**src/rtl/seg_pkg.sv**
```systemverilog
// Shared constants and types for the four-digit seven-segment display path.
package seg_pkg;

    localparam int unsigned DATA_W           = 14;
    localparam int unsigned DIGITS           = 4;
    localparam logic [3:0]  POINT_CENTI      = 4'b0100;
    localparam int unsigned DATA_MAX_DEFAULT = 9999;

    typedef enum logic [0:0] {
        StStop,
        StRun
    } run_state_e;

endpackage

```
**src/rtl/tick_gen.sv**
```systemverilog
// Prescaler: counts while enabled and pulses tick for one cycle when it wraps.
module tick_gen #(
    parameter int unsigned CNT_TICK_MAX = 499_999
) (
    input  logic clk,
    input  logic rst,
    input  logic en,
    input  logic clr,
    output logic tick
);

    localparam int unsigned CW = (CNT_TICK_MAX > 0) ? $clog2(CNT_TICK_MAX + 1) : 1;

    logic [CW-1:0] cnt;
    logic          at_max;

    assign at_max = (cnt == CW'(CNT_TICK_MAX));

    // Decoded from the registered count, so it is clean for one full cycle.
    assign tick = en && !clr && at_max;

    always_ff @(posedge clk) begin
        if (rst) begin
            cnt <= '0;
        end else if (clr) begin
            cnt <= '0;
        end else if (en) begin
            cnt <= at_max ? '0 : cnt + CW'(1);
        end
    end

endmodule

```
**src/rtl/stopwatch_data_gen.sv**
```systemverilog
// Signed centisecond stopwatch feeding the seven-segment scan driver with
// run/stop, clear and direction control.
module stopwatch_data_gen
    import seg_pkg::*;
#(
    parameter int unsigned CNT_TICK_MAX = 499_999,
    parameter int unsigned DATA_MAX     = DATA_MAX_DEFAULT
) (
    input  logic              sys_clk,
    input  logic              sys_rst,
    input  logic              start_stop,
    input  logic              clr,
    input  logic              dir,
    output logic [DATA_W-1:0] data,
    output logic [DIGITS-1:0] point,
    output logic              seg_en,
    output logic              sign,
    output logic              running
);

    localparam logic [DATA_W-1:0] MAG_MAX = DATA_W'(DATA_MAX);

    run_state_e        state;
    logic [DATA_W-1:0] mag;
    logic [DATA_W-1:0] mag_next;
    logic              sign_next;
    logic              sat;
    logic              tick;
    logic              prescale_clr;

    // Restarting the prescaler on every stop->run edge gives a full first interval.
    assign prescale_clr = clr || (start_stop && (state == StStop));

    tick_gen #(
        .CNT_TICK_MAX(CNT_TICK_MAX)
    ) u_tick_gen (
        .clk (sys_clk),
        .rst (sys_rst),
        .en  (state == StRun),
        .clr (prescale_clr),
        .tick(tick)
    );

    always_comb begin
        mag_next  = mag;
        sign_next = sign;
        sat       = 1'b0;
        if (!dir) begin
            if (!sign) begin
                if (mag == MAG_MAX) sat = 1'b1;
                else                mag_next = mag + DATA_W'(1);
            end else begin
                mag_next = mag - DATA_W'(1);
                if (mag == DATA_W'(1)) sign_next = 1'b0;
            end
        end else begin
            if (sign) begin
                if (mag == MAG_MAX) sat = 1'b1;
                else                mag_next = mag + DATA_W'(1);
            end else if (mag == '0) begin
                sign_next = 1'b1;
                mag_next  = DATA_W'(1);
            end else begin
                mag_next = mag - DATA_W'(1);
            end
        end
    end

    always_ff @(posedge sys_clk) begin
        if (sys_rst) begin
            state  <= StStop;
            mag    <= '0;
            sign   <= 1'b0;
            point  <= '0;
            seg_en <= 1'b0;
        end else begin
            point  <= POINT_CENTI;
            seg_en <= 1'b1;
            if (clr) begin
                state <= StStop;
                mag   <= '0;
                sign  <= 1'b0;
            end else begin
                if (tick) begin
                    mag  <= mag_next;
                    sign <= sign_next;
                end
                unique case (state)
                    StStop: begin
                        if (start_stop) state <= StRun;
                    end
                    StRun: begin
                        // A saturating tick stops the run first; start_stop then toggles.
                        if (tick && sat) state <= start_stop ? StRun : StStop;
                        else if (start_stop) state <= StStop;
                    end
                endcase
            end
        end
    end

    assign data    = mag;
    assign running = (state == StRun);

endmodule

```
**config.mk**
```make
export PLATFORM = sky130hd
export DESIGN_NAME = stopwatch_data_gen
export DESIGN_NICKNAME = d
export VERILOG_FILES = /design/src/rtl/seg_pkg.sv /design/src/rtl/tick_gen.sv /design/src/rtl/stopwatch_data_gen.sv
export SDC_FILE = /design/constraint.sdc
export NUM_CORES = 1
export LEC_CHECK = 0
export BUFFER_PORTS_ARGS = -buffer_cell sky130_fd_sc_hd__clkbuf_2
export CORE_UTILIZATION = 58
export CTS_CLUSTER_DIAMETER = 30
export DETAILED_ROUTE_END_ITERATION = 6
export GPL_ROUTABILITY_DRIVEN = 0
export GPL_TIMING_DRIVEN = 0
export PLACE_DENSITY = 0.86
export SLEW_MARGIN = 20
export SYNTH_ARGS = -nofsm -noshare
export SYNTH_HDL_FRONTEND = slang
export SYNTH_SLANG_ARGS = --single-unit
```
**constraint.sdc**
```tcl
create_clock -name sys_clk -period 3.6 [get_ports sys_clk]
set_input_delay 0.72 -clock sys_clk [delete_from_list [all_inputs] [get_ports sys_clk]]
set_output_delay 0.72 -clock sys_clk [all_outputs]
set_load 0.01 [all_outputs]
```
==> reports/qor.yml <==
status:
  status: "complete, no violations"
setup_path:
  ff2ff_setup_slack_ps: 390
  critPathKind: "register to register"
  critPathArrivalTime_ps: 3390
  end_kind: "register"
  cp_max_fo: 10
  start_kind: "register"
  cp_data_required_time_ps: 3790
run:
  drv_cap: 0
cells_and_area:
  n_antenna_cell: 0
  syn2layout_area_growth_pct: 13.1
  final_cell_mix: "44 x nor2_1, 36 x dfxtp_1, 22 x nand2_1, 22 x clkbuf_2, 19 x clkbuf_1"
  final_common_cell: "nor2_1"
  drive_gt1_share_pct: 12.9
  fin_util_pct: 68.4
  final_nets: 333
logic_synthesis:
  ys_async_sr_fraction_pct: 0
  yosys_warnings: 0
  synth.yosys.seq_area_share_pct: 32.6
  ys_types: 48
  avgSynthCellArea_sq_um: 7.55
  synth_edf_count: 0
  syn_inst: 293
  ys.flop_type: "dfxtp_1"
  synth-seq-cells: 36
  synth_area_sq_um: 2210
routing:
  ant_nets: 0
  drt_iter0_markers: 225
  wirelength_microns: 5480
  wl_per_cell_microns: 14.7
  vias_per_cell: 6.17
  route.vias.total: 2300
  drcViolationCount: 0
  drt_pass1_iterations: 6
clock_tree:
  clockRootBuffer: "clkbuf_8"
  cts_tree: "done"
  cts_hold_buf: 0
  post-cts-setup-buffer-count: 0
  cts_buffers: 5
  cts_buffer_depth: 2
  clk_pin_slew_ps: 80
  clk-insertion-delay-late_ps: 300
  h-tree-depth: 2
  cts_resized: 0
  cts_num_sinks: 36
floorplanning:
  core_area_sq_um: 3660
  dieWidth_microns: 63.8
  die_h_microns: 63.8
  ioPinCount: 26
  initial_core_util_pct: 60.5
  num_rows: 22
  die_area_sq_um: 4070
sta:
  report.final.slew_viol_count: 0
  skew_ps: 14.9
  worstMarginPinSlew_ps: 751
  setup_viol: 0
  post-route-min-period_ps: 3210
  holdWs_ps: 481
  relSlewSlack_pct: 49.5
  max_freq_mhz: 312
  timing.final.crit_share_pct: 89.1
  tns_ps: 0
  hold_viol: 0
  rsz0062_at_grt: "false"
global_routing:
  grt_usage_pct: 29.0
  grt_max_degree: 12
  grt_pass1_vias: 2103
  grt_overflow: 0
  antenna_found_initial: 0
  grt_pass1_wl_microns: 9250
placed_design:
  hpwl_microns: 3770
  port-buffer-count: 22
power:
  p_leak_nw: 0.930
  powerDensity_nw_per_um2: 314
  peakVddDrop_mv: 0.296
min_path:
  hold_path.class: "register to register"
-- flip-flops by register name (all words and copies together), names as in the netlist --
signal,count
sign,1
point,1
u_tick_gen.cnt,19
running,1
data,14
-- worst paths after layout --
path	start	to	cells after the start
max	data[0]$_SDFFE_PP0P_	data[2]$_SDFFE_PP0P_	10
max reg2reg	data[0]$_SDFFE_PP0P_	data[2]$_SDFFE_PP0P_	10
min reg2reg	u_tick_gen.cnt[4]$_SDFFE_PP0P_	u_tick_gen.cnt[4]$_SDFFE_PP0P_	2
min	u_tick_gen.cnt[4]$_SDFFE_PP0P_	u_tick_gen.cnt[4]$_SDFFE_PP0P_	2
-- critical path: stages (launching register included) --
cell	delay, ps
dfxtp_1	360
clkbuf_1	220
inv_1	120
ha_1	210
nor3b_1	570
nand4_1	250
a21oi_2	500
clkbuf_1	450
a21oi_1	100
a211oi_1	260
nor2_1	60
-- logic make-up after synthesis --
group / synth area share, %
flops: 32.6
other cells: 0.169
mux: 0.452
xor+xnor: 9.10
compound gates: 16.1
fa+ha+maj: 2.26
buf+inv: 5.65
simple gates: 33.7
-- stage by stage --
stage                     instances  worst slack (ps)  area [sq um]  power, W
after floorplan                 295              1060          2220  0.000431
after CTS                       373               302          2500  0.000789
after global placement          365               442          2390  0.000442
after global routing            373               203          2500  0.000810
final                           373               392          2500  0.000786
after detailed placement        365               345          2390  0.000442
-- final cells by class --
type / instances / area, sq um
buffer: 23 / 103
tap: 48 / 60.1
clock inverter: 2 / 35.0
timing repair buffer: 22 / 110
sequential: 36 / 721
multi-input combinational: 230 / 1380
clock buffer: 6 / 72.6
inverter: 6 / 22.5
fill: 318 / 1160
-- report_power, final --
part,switching [W],internal (W),total (W)
sequential,0.000000913,0.000399,0.000400
combinational,0.0000220,0.0000115,0.0000335
clock,0.000146,0.000205,0.000352
total,0.000169,0.000616,0.000786
-- Yosys cell counts, types with 3 or more instances --
cell type / instances / share of area [%]
nor2_1: 44 / 7.5
dfxtp_1: 36 / 33
nand2_1: 22 / 3.7
clkbuf_1: 18 / 3.1
a21oi_1: 15 / 3.4
nand3_1: 12 / 2.7
nor3_1: 12 / 2.7
xor2_1: 12 / 4.7
xnor2_1: 11 / 4.4
o21ai_0: 10 / 2.3
nand4_1: 9 / 2.5
nor4_1: 7 / 2.0
and3_1: 6 / 1.7
inv_1: 6 / 1.0
or4_1: 6 / 2.0
a31oi_1: 5 / 1.4
and4_1: 5 / 2.0
o22ai_1: 5 / 1.4
buf_4: 4 / 1.4
ha_1: 4 / 2.3
a211oi_1: 3 / 1.0
nand2b_1: 3 / 0.85
nor2b_1: 3 / 0.85
o31ai_1: 3 / 1.0
or2_2: 3 / 0.85
or3_1: 3 / 0.85
-- routing by layer --
layer / GRT usage [%] / vias to the layer above / part of all wire [%]
li1: - / 1109 / -
met3: 6.07 / 15 / 6.6
met1: 32.6 / 1059 / 40
met4: 13.1 / 0 / 1.7
met2: 52.0 / 117 / 52
met5: 0 / - / 0
No activity file was read; power rests on OpenSTA's default activity.
